==> src/rtl/pll_seq_pkg.sv <==
// Shared types and defaults for the PLL reset/lock sequencer.
package pll_seq_pkg;

    // Sequencer states; the encoding is visible on state_dbg.
    typedef enum logic [1:0] {
        ST_RESET_PLL = 2'd0,
        ST_WAIT_LOCK = 2'd1,
        ST_RUN       = 2'd2,
        ST_FAIL      = 2'd3
    } seq_state_e;

    localparam int DEF_PLL_RST_CYCLES = 16;
    localparam int DEF_LOCK_STABLE    = 1024;
    localparam int DEF_LOCK_TIMEOUT   = 65536;
    localparam int DEF_MAX_RETRY      = 3;

    // Width of the retry counter: must hold 0..max_retry inclusive.
    function automatic int retry_w(input int max_retry);
        return (max_retry < 1) ? 1 : $clog2(max_retry + 1);
    endfunction

endpackage

==> src/rtl/pll_reset_seq_if.sv <==
// PLL-side and system-side signals of the reset/lock sequencer.
// master = the sequencer, slave = the PLL wrapper / system it controls.
interface pll_reset_seq_if #(
    parameter int RW = 2
);
    logic          locked;
    logic          clear_flags;
    logic          pll_reset;
    logic          pll_bypass;
    logic          sys_reset_n;
    logic          pll_ok;
    logic          pll_failed;
    logic          lock_lost;
    logic [RW-1:0] retry_count;
    logic [1:0]    state_dbg;

    modport master (
        input  locked, clear_flags,
        output pll_reset, pll_bypass, sys_reset_n, pll_ok, pll_failed,
               lock_lost, retry_count, state_dbg
    );

    modport slave (
        output locked, clear_flags,
        input  pll_reset, pll_bypass, sys_reset_n, pll_ok, pll_failed,
               lock_lost, retry_count, state_dbg
    );
endinterface

==> src/rtl/sync_ff2.sv <==
// Two-flop synchroniser for slow asynchronous status inputs, with a
// synchronous active-low clear that returns both stages to 0.
module sync_ff2 (
    input  logic clk_i,
    input  logic rst_ni,
    input  logic d_i,
    output logic q_o
);
    logic meta_q;
    logic sync_q;

    // Shift the async input through two stages to settle metastability.
    always_ff @(posedge clk_i) begin
        if (!rst_ni) begin
            meta_q <= 1'b0;
            sync_q <= 1'b0;
        end else begin
            meta_q <= d_i;
            sync_q <= meta_q;
        end
    end

    assign q_o = sync_q;
endmodule

==> src/rtl/pll_reset_seq.sv <==
// PLL reset/lock sequencer: pulses the PLL reset, waits for a stable
// lock, then releases the system reset. Failed locks are retried; after
// MAX_RETRY failures the PLL is bypassed and held in reset for good.
module pll_reset_seq
    import pll_seq_pkg::*;
#(
    parameter int PLL_RST_CYCLES = DEF_PLL_RST_CYCLES,
    parameter int LOCK_STABLE    = DEF_LOCK_STABLE,
    parameter int LOCK_TIMEOUT   = DEF_LOCK_TIMEOUT,
    parameter int MAX_RETRY      = DEF_MAX_RETRY
) (
    input  logic            clk_in,
    input  logic            reset_n,
    pll_reset_seq_if.master bus
);
    localparam int RW   = retry_w(MAX_RETRY);
    localparam int TMAX = (LOCK_TIMEOUT > PLL_RST_CYCLES) ? LOCK_TIMEOUT : PLL_RST_CYCLES;
    localparam int TW   = $clog2(TMAX);
    localparam int SW   = $clog2(LOCK_STABLE + 1);

    localparam logic [TW-1:0] RST_LAST  = TW'(PLL_RST_CYCLES - 1);
    localparam logic [TW-1:0] WAIT_LAST = TW'(LOCK_TIMEOUT - 1);
    localparam logic [SW-1:0] STAB_LAST = SW'(LOCK_STABLE - 1);
    localparam logic [RW-1:0] RETRY_MAX = RW'(MAX_RETRY);

    seq_state_e    state_q, state_d;
    logic [TW-1:0] timer_q, timer_d;
    logic [SW-1:0] stab_q, stab_d;
    logic [RW-1:0] retry_q, retry_d;
    logic          lock_lost_q, lock_lost_d;
    logic          pll_reset_q, pll_reset_d;
    logic          pll_bypass_q, pll_bypass_d;
    logic          sys_rst_n_q, sys_rst_n_d;
    logic          pll_ok_q, pll_ok_d;
    logic          pll_failed_q, pll_failed_d;
    logic          loss_evt;
    logic          locked_s;

    sync_ff2 u_lock_sync (
        .clk_i  (clk_in),
        .rst_ni (reset_n),
        .d_i    (bus.locked),
        .q_o    (locked_s)
    );

    // Next-state, counter and registered-output logic.
    always_comb begin
        state_d  = state_q;
        timer_d  = timer_q;
        stab_d   = stab_q;
        retry_d  = retry_q;
        loss_evt = 1'b0;

        case (state_q)
            ST_RESET_PLL: begin
                stab_d = '0;
                if (timer_q == RST_LAST) begin
                    state_d = ST_WAIT_LOCK;
                    timer_d = '0;
                end else begin
                    timer_d = timer_q + 1'b1;
                end
            end
            ST_WAIT_LOCK: begin
                timer_d = (timer_q == WAIT_LAST) ? timer_q : timer_q + 1'b1;
                if (locked_s) begin
                    stab_d = (stab_q == STAB_LAST) ? stab_q : stab_q + 1'b1;
                end else begin
                    stab_d = '0;
                end
                // A lock completing on the timeout cycle still counts as success.
                if (locked_s && (stab_q == STAB_LAST)) begin
                    state_d = ST_RUN;
                    timer_d = '0;
                    stab_d  = '0;
                    retry_d = '0;
                end else if (timer_q == WAIT_LAST) begin
                    timer_d = '0;
                    stab_d  = '0;
                    retry_d = retry_q + 1'b1;
                    state_d = (retry_d == RETRY_MAX) ? ST_FAIL : ST_RESET_PLL;
                end
            end
            ST_RUN: begin
                // Any synchronised low restarts a fresh attempt series.
                if (!locked_s) begin
                    state_d  = ST_RESET_PLL;
                    timer_d  = '0;
                    retry_d  = '0;
                    loss_evt = 1'b1;
                end
            end
            ST_FAIL: begin
                state_d = ST_FAIL;
            end
            default: begin
                state_d = ST_RESET_PLL;
            end
        endcase

        pll_reset_d  = (state_d == ST_RESET_PLL) || (state_d == ST_FAIL);
        pll_bypass_d = (state_d == ST_FAIL);
        pll_ok_d     = (state_d == ST_RUN);
        pll_failed_d = (state_d == ST_FAIL);
        // Release lags state entry by one cycle; assertion on lock loss is immediate.
        sys_rst_n_d  = ((state_q == ST_RUN) && (state_d == ST_RUN)) || (state_q == ST_FAIL);
        // A loss in the same cycle as a clear keeps the flag set.
        lock_lost_d  = loss_evt ? 1'b1 : (bus.clear_flags ? 1'b0 : lock_lost_q);
    end

    // State, counters and outputs; reset returns everything to RESET_PLL.
    always_ff @(posedge clk_in) begin
        if (!reset_n) begin
            state_q      <= ST_RESET_PLL;
            timer_q      <= '0;
            stab_q       <= '0;
            retry_q      <= '0;
            lock_lost_q  <= 1'b0;
            pll_reset_q  <= 1'b1;
            pll_bypass_q <= 1'b0;
            sys_rst_n_q  <= 1'b0;
            pll_ok_q     <= 1'b0;
            pll_failed_q <= 1'b0;
        end else begin
            state_q      <= state_d;
            timer_q      <= timer_d;
            stab_q       <= stab_d;
            retry_q      <= retry_d;
            lock_lost_q  <= lock_lost_d;
            pll_reset_q  <= pll_reset_d;
            pll_bypass_q <= pll_bypass_d;
            sys_rst_n_q  <= sys_rst_n_d;
            pll_ok_q     <= pll_ok_d;
            pll_failed_q <= pll_failed_d;
        end
    end

    assign bus.pll_reset   = pll_reset_q;
    assign bus.pll_bypass  = pll_bypass_q;
    assign bus.sys_reset_n = sys_rst_n_q;
    assign bus.pll_ok      = pll_ok_q;
    assign bus.pll_failed  = pll_failed_q;
    assign bus.lock_lost   = lock_lost_q;
    assign bus.retry_count = retry_q;
    assign bus.state_dbg   = state_q;
endmodule

==> src/flat_wrapper.sv <==
// flat-port wrapper written by rule: the top's interface ports become plain ports
module pll_reset_seq_flat import pll_seq_pkg::*;
#(
    parameter int PLL_RST_CYCLES = DEF_PLL_RST_CYCLES,
    parameter int LOCK_STABLE    = DEF_LOCK_STABLE,
    parameter int LOCK_TIMEOUT   = DEF_LOCK_TIMEOUT,
    parameter int MAX_RETRY      = DEF_MAX_RETRY
)
  (clk_in, reset_n, bus_locked, bus_clear_flags, bus_pll_reset, bus_pll_bypass, bus_sys_reset_n, bus_pll_ok, bus_pll_failed, bus_lock_lost, bus_retry_count, bus_state_dbg);
  pll_reset_seq_if #(.RW(retry_w(2))) bus_i ();
  input  logic clk_in;
  input  logic reset_n;
  input wire logic [$bits(bus_i.locked)-1:0] bus_locked;
  input wire logic [$bits(bus_i.clear_flags)-1:0] bus_clear_flags;
  output wire logic [$bits(bus_i.pll_reset)-1:0] bus_pll_reset;
  output wire logic [$bits(bus_i.pll_bypass)-1:0] bus_pll_bypass;
  output wire logic [$bits(bus_i.sys_reset_n)-1:0] bus_sys_reset_n;
  output wire logic [$bits(bus_i.pll_ok)-1:0] bus_pll_ok;
  output wire logic [$bits(bus_i.pll_failed)-1:0] bus_pll_failed;
  output wire logic [$bits(bus_i.lock_lost)-1:0] bus_lock_lost;
  output wire logic [$bits(bus_i.retry_count)-1:0] bus_retry_count;
  output wire logic [$bits(bus_i.state_dbg)-1:0] bus_state_dbg;
  assign bus_i.locked = bus_locked;
  assign bus_i.clear_flags = bus_clear_flags;
  assign bus_pll_reset = bus_i.pll_reset;
  assign bus_pll_bypass = bus_i.pll_bypass;
  assign bus_sys_reset_n = bus_i.sys_reset_n;
  assign bus_pll_ok = bus_i.pll_ok;
  assign bus_pll_failed = bus_i.pll_failed;
  assign bus_lock_lost = bus_i.lock_lost;
  assign bus_retry_count = bus_i.retry_count;
  assign bus_state_dbg = bus_i.state_dbg;
  pll_reset_seq #(.PLL_RST_CYCLES(PLL_RST_CYCLES), .LOCK_STABLE(LOCK_STABLE), .LOCK_TIMEOUT(LOCK_TIMEOUT), .MAX_RETRY(MAX_RETRY)) u_core (.clk_in(clk_in), .reset_n(reset_n), .bus(bus_i));
endmodule
==> config.mk <==
export PLATFORM = sky130hd
export DESIGN_NAME = pll_reset_seq_flat
export DESIGN_NICKNAME = d
export VERILOG_FILES = /design/src/rtl/pll_seq_pkg.sv /design/src/rtl/pll_reset_seq_if.sv /design/src/rtl/sync_ff2.sv /design/src/rtl/pll_reset_seq.sv /design/src/flat_wrapper.sv
export SDC_FILE = /design/constraint.sdc
export NUM_CORES = 1
export LEC_CHECK = 0
export ABC_AREA = 1
export ABC_CLOCK_PERIOD_IN_PS = 3700
export BUFFER_PORTS_ARGS = -buffer_cell sky130_fd_sc_hd__buf_2
export CAP_MARGIN = 40
export CORE_ASPECT_RATIO = 0.7
export CORE_MARGIN = 4
export CORE_UTILIZATION = 45
export DETAILED_ROUTE_END_ITERATION = 12
export GPL_ROUTABILITY_DRIVEN = 0
export PLACE_DENSITY = 0.67
export REMOVE_ABC_BUFFERS = 1
export SYNTH_ARGS = -nofsm -noshare
export SYNTH_HDL_FRONTEND = slang
export SYNTH_SLANG_ARGS = --single-unit
==> constraint.sdc <==
create_clock -name clk_in -period 3.7 [get_ports clk_in]
set_input_delay 0.37 -clock clk_in [delete_from_list [all_inputs] [get_ports clk_in]]
set_output_delay 0.37 -clock clk_in [all_outputs]
set_load 0.01 [all_outputs]
After elaboration in Yosys (flattened, before gate mapping)
Cells that the tools add are included.
{"block": "totals", "regBits": 38, "input_bits": 4, "output_inout_bits": 10, "wordCells": 63}
{"block": "classes", "n_addsub": 3, "n_eq_ne": 12, "n_mux": 24, "reduce_logical": 13}
{"operator": "$mux W16", "n": 4}
{"operator": "$pmux W16 S3", "n": 1}
{"operator": "$mux W11", "n": 4}
{"operator": "$pmux W11 S2", "n": 1}
{"operator": "$add A16 B1 Y16 const B", "n": 1}
{"operator": "$eq A16 B16 Y1 const B", "n": 1}
{"operator": "$eq A16 B4 Y1 const B", "n": 1}
{"operator": "$mux W2", "n": 8}
{"operator": "$add A11 B1 Y11 const B", "n": 1}
{"operator": "$eq A11 B10 Y1 const B", "n": 1}
{"operator": "$eq A2 B2 Y1 const B", "n": 5}
{"operator": "$pmux W2 S4", "n": 1}
{"operator": "$reduce_bool A2 Y1", "n": 3}
{"operator": "$ne A5 B5 Y1 const B", "n": 1}
{"operator": "$logic_not A2 Y1", "n": 2}
{"operator": "$mux W1", "n": 4}
{"operator": "$pmux W2 S2", "n": 1}
{"operator": "$reduce_and A2 Y1", "n": 2}
{"operator": "$ne A3 B1 Y1 const B", "n": 1}
{"operator": "$reduce_and A3 Y1", "n": 1}
{"operator": "$reduce_bool A3 Y1", "n": 1}
{"operator": "$add A2 B1 Y2 const B", "n": 1}
{"operator": "$eq A2 B1 Y1 const B", "n": 1}
{"operator": "$logic_and A1 B1 Y1", "n": 2}
{"operator": "2 further kinds", "n": 3}

Longest topological paths before layout
{"block": "depth", "word_depth": 9, "ltp_mapped": 14}

By module
A second synthesis with hierarchy kept.
{"block": "hier_totals", "hier_cells": 361, "area_unflattened_um2": 2363.5}
{"mod": "pll_reset_seq", "n_inst": 1, "cells_each": 355, "area_each_um2": 2308.5, "seq_area_each_um2": 720.7}
{"mod": "sync_ff2", "n_inst": 1, "cells_each": 6, "area_each_um2": 55.1, "seq_area_each_um2": 40.0}

Worst setup path after synthesis
OpenSTA, ideal clock, no wires.
{"block": "synth_path", "path_kind": "register to register", "startpoint": "register u_core.timer_q[0]", "endpoint": "register u_core.pll_reset_q, in the netlist u_core.bus.pll_reset", "setup_ps": 123, "arrival_ps": 1771, "required_ps": 3577, "setup_slack_ps": 1806, "stages_incl_launch_ff": 13, "period_less_slack_ps": 1894, "cell_sequence": "dfxtp_1 ha_1 nand2_1 nor2_1 nand2_1 nor2_1 nand2_1 o21ai_0 nand2_1 nand2_1 nand2_1 ha_1 or2_2"}
{"block": "synth_via", "elab_chain_len": 6, "word_cells_on_any_way": 9, "cone_classes": "eq/ne (3); mux (4); reduce/logical (2)"}
{"element": "start, declared", "line": "pll_reset_seq.sv:27", "rtl": "logic [TW-1:0] timer_q, timer_d;"}
{"element": "start signal, assigned", "line": "pll_reset_seq.sv:126", "rtl": "timer_q <= timer_d;"}
{"element": "$eq A16 B16 Y1", "line": "pll_reset_seq.sv:77", "rtl": "end else if (timer_q == WAIT_LAST) begin"}
{"element": "$mux W2", "line": "pll_reset_seq.sv:77"}
{"element": "$mux W2", "line": "pll_reset_seq.sv:72", "rtl": "if (locked_s && (stab_q == STAB_LAST)) begin"}
{"element": "$pmux W2 S4 *", "line": "pll_reset_seq.sv:54", "rtl": "case (state_q)"}
{"element": "$eq A2 B2 Y1 or $logic_not A2 Y1 (tied branches)", "line": "pll_reset_seq.sv:101", "rtl": "pll_reset_d = (state_d == ST_RESET_PLL) || (state_d == ST_FAIL);"}
{"element": "$logic_or A1 B1 Y1 *", "line": "pll_reset_seq.sv:101"}
{"element": "named net u_core.pll_reset_d", "line": "pll_reset_seq.sv:31", "rtl": "logic pll_reset_q, pll_reset_d;"}
{"element": "end signal, assigned", "line": "pll_reset_seq.sv:130", "rtl": "pll_reset_q <= pll_reset_d;"}
{"element": "end, declared", "line": "pll_reset_seq.sv:31"}
The timed path passes the listed nets; every way through them passes the cells marked *.
A chain may end at the register's enable or synchronous reset.

Worst setup path after layout
{"block": "layout_path", "startpoint": "register u_core.state_q[0], in the netlist u_core.bus.state_dbg[0]", "endpoint": "register u_core.timer_q[9]"}
{"block": "layout_via", "elab_chain_len": 3, "word_cells_on_any_way": 7, "cone_classes": "eq/ne (3); mux (1); reduce/logical (3)"}
{"element": "start, declared", "line": "pll_reset_seq.sv:26", "rtl": "seq_state_e state_q, state_d;"}
{"element": "start signal, assigned", "line": "pll_reset_seq.sv:125", "rtl": "state_q <= state_d;"}
{"element": "$eq A2 B2 Y1, or another cell as far along", "line": "pll_reset_seq.sv:54"}
{"element": "$ne A2 B2 Y1 (no source line) or $reduce_bool A3 Y1 (tied branches)"}
{"element": "$reduce_and A2 Y1 (no source line)"}
Several ways; a longest one is shown, not always the timed one.

==> results.txt <==
status - completed
final global-route overflow total - 0
Post-synth ARST share - 0
Filler cells - 506
crit path kind - flip-flop to flip-flop
Die W - 91.7 um
hpwl dp - 3860 um
Overall Power - 0.00140 W
synthesis-to-layout area growth - 11.8%
Layout Nets - 360
wire per inst - 12.2 um
Req. time, crit path - 3.94 ns
clock tree buffer depth - 2
Resize count post-CTS - 0
flop2flop setup slack - 1.47 ns
r2r worst-path depth - 9
FF+latch count, synth - 38
FF+latch area - 761 um2
WL final - 5090 um
Rows - 21
die extent in y - 66.6 um
final hold vios - 0
Worst Path Arrival - 2.47 ns
H-tree levels - 2
Post-route DRC - 0
crit-path max FO - 11
top-level I/O count - 14
Synth area leader - dfxtp_1
worst hold slack - 0.250 ns
share of layout cells above drive strength 1 - 0.130
mapped cell area - 2210 um2
sequential area share after synthesis - 0.344
LEAKAGE - 1.10 nW
Final min period - 2.23 ns
CP endpoint - u_core.timer_q[9]
Synth warnings - 0
synth top area cells - dfxtp_1 34%, nand2_1 13%, nor2_1 9.9%
Max-cap violations - 0
Skew-Pair Late Insertion Delay - 0.30 ns
slew margin rel. - 0.600
top_reg_cell synth - dfxtp_1
clock skew after layout - 0.00720 ns
max-slew violations - 0
Detailed Route Iter0 Violations - 135
Post-synth EDFFs - 0
Sink Count - 38
port bufs - 13
Avg Inst Size Synth - 6.65 um2
VDD IR max - 0.429 mV
via count - 2082
router iterations before antenna repair - 4
Post-CTS Hold Fix Bufs - 0
setup_tns - 0 ns
Critical Path Sink Type - flip-flop
period utilization - 0.603
Least-Margin Pin Slew - 0.600 ns
number of global-route vias before repair - 1914
initial antenna violation count - 0
hold crit path type - input port to flip-flop
GRT Util Overall - 0.181
PwrDens - 567 nW/um2
post-synth top area share - 0.344
Starting Density - 0.464
pin count of the biggest net entering global routing - 17
die area - 6110 um2
multi-input logic area - 1250 um2
reg2reg start - u_core.bus.state_dbg[0]
final setup fails - 0
vias per cell - 5.00
Crit. Startpoint - u_core.bus.state_dbg[0]
Cells after Synth - 332
global-route wire length before repair - 8850 um
Worst Setup Start Kind - flip-flop
total CTS buffers - 5
antenna-violating nets left - 0
CORE AREA - 4760 um2
postcts setup bufs - 0
f_max - 448 MHz
Distinct cells, synth - 33
Clock Tree Root - clkbuf_8
CTS tree - done
Worst R2R End - u_core.timer_q[9]
RSZ-0062 raised after global routing - false
Clock transition at path regs - 0.08 ns
Ant. Diodes - 0
per-layer routing:
| layer | wire [um] | global-route usage | part of all wire |
|---|---|---|---|
| met1 | 2760 | 0.267 | 0.54 |
| met2 | 1960 | 0.250 | 0.39 |
| met3 | 335 | 0.0564 | 0.066 |
| met4 | 28 | 0.0444 | 0.0055 |
| met5 | 0 | 0 | 0 |
worst min path at each step:
stage / startpoint / to / slack (ns) / depth (start not counted)
CTS: bus_locked / u_core.u_lock_sync.meta_q / 0.25 / 3
global placement: u_core.u_lock_sync.meta_q / u_core.u_lock_sync.q_o / 0.40 / 2
floorplan: u_core.u_lock_sync.meta_q / u_core.u_lock_sync.q_o / 0.39 / 2
finish: bus_locked / u_core.u_lock_sync.meta_q / 0.25 / 3
global route: bus_locked / u_core.u_lock_sync.meta_q / 0.26 / 3
detailed placement: u_core.u_lock_sync.meta_q / u_core.u_lock_sync.q_o / 0.40 / 2
cell usage in the layout (no fill, tap or decap), types with 2 or more instances in the layout:
cell	netlist	final
nand2_1	78	78
nor2_1	58	58
inv_1	42	42
dfxtp_1	38	38
nand3_1	21	21
a21oi_1	16	16
buf_2	2	13
o21ai_0	11	11
ha_1	10	10
nand2_2	7	7
nand4_1	7	7
nor2_2	6	6
clkbuf_8	0	6
o211ai_1	5	5
xor2_1	5	5
inv_2	3	3
nand2_4	2	2
nor3_1	2	2
or2_2	2	2
bufinv_16	0	2
synth_stat cells (3+ instances only):
cell       n
nand2_1   78
o21ai_0   11
a21oi_1   16
nand4_1    7
xor2_1     5
nor2_1    58
nand3_1   21
ha_1      10
o211ai_1   5
inv_1     42
dfxtp_1   38
nor2_2     6
inv_2      3
nand2_2    7
cell type report:
type | count | area share
inverters | 45 | 0.0684
multi-input cells | 243 | 0.505
clock buffers | 6 | 0.0334
clock inverters | 2 | 0.0243
flip-flops and latches | 38 | 0.308
well taps | 69 | 0.0350
repair buffers | 13 | 0.0263
critical path: stages, from the launching register on:
cell,delay [ns]
dfxtp_1,0.42
inv_1,0.11
ha_1,0.27
nand2_1,0.13
inv_1,0.06
nor2_2,0.35
inv_1,0.34
nor3_1,0.26
o211ai_1,0.11
nor2_1,0.11
through the flow:
stage	utilization	cell area, um2	setup WS, ns	cells
CTS	0.519	2470	1.44	416
finish	0.519	2470	1.47	416
detailed placement	0.489	2330	1.49	408
floorplan	-	2180	1.80	326
global placement	0.489	2330	1.61	408
global route	0.519	2470	1.19	416
flip-flops by register name, indices dropped and copies added, names as in the netlist:
name	cells
u_core.bus.sys_reset_n	1
u_core.bus.pll_reset	1
u_core.stab_q	11
u_core.u_lock_sync.q_o	1
u_core.bus.state_dbg	2
u_core.bus.pll_ok	1
u_core.bus.retry_count	2
u_core.u_lock_sync.meta_q	1
u_core.timer_q	16
u_core.bus.lock_lost	1
u_core.bus.pll_bypass	1
report_power, final:
group          total [W]  switching, W  leakage [nW]  internal, W
Combinational   0.000466      0.000306         0.723     0.000159
Clock           0.000444      0.000157        0.0714     0.000288
Sequential      0.000490     0.0000362         0.308     0.000454
logic make-up after synthesis:
| family | synth area share |
|---|---|
| compound gates | 0.0946 |
| xor+xnor | 0.0238 |
| fa+ha+maj | 0.0567 |
| buf+inv | 0.0912 |
| flops | 0.344 |
| simple gates | 0.389 |
Power figures use the tool's default switching activity.
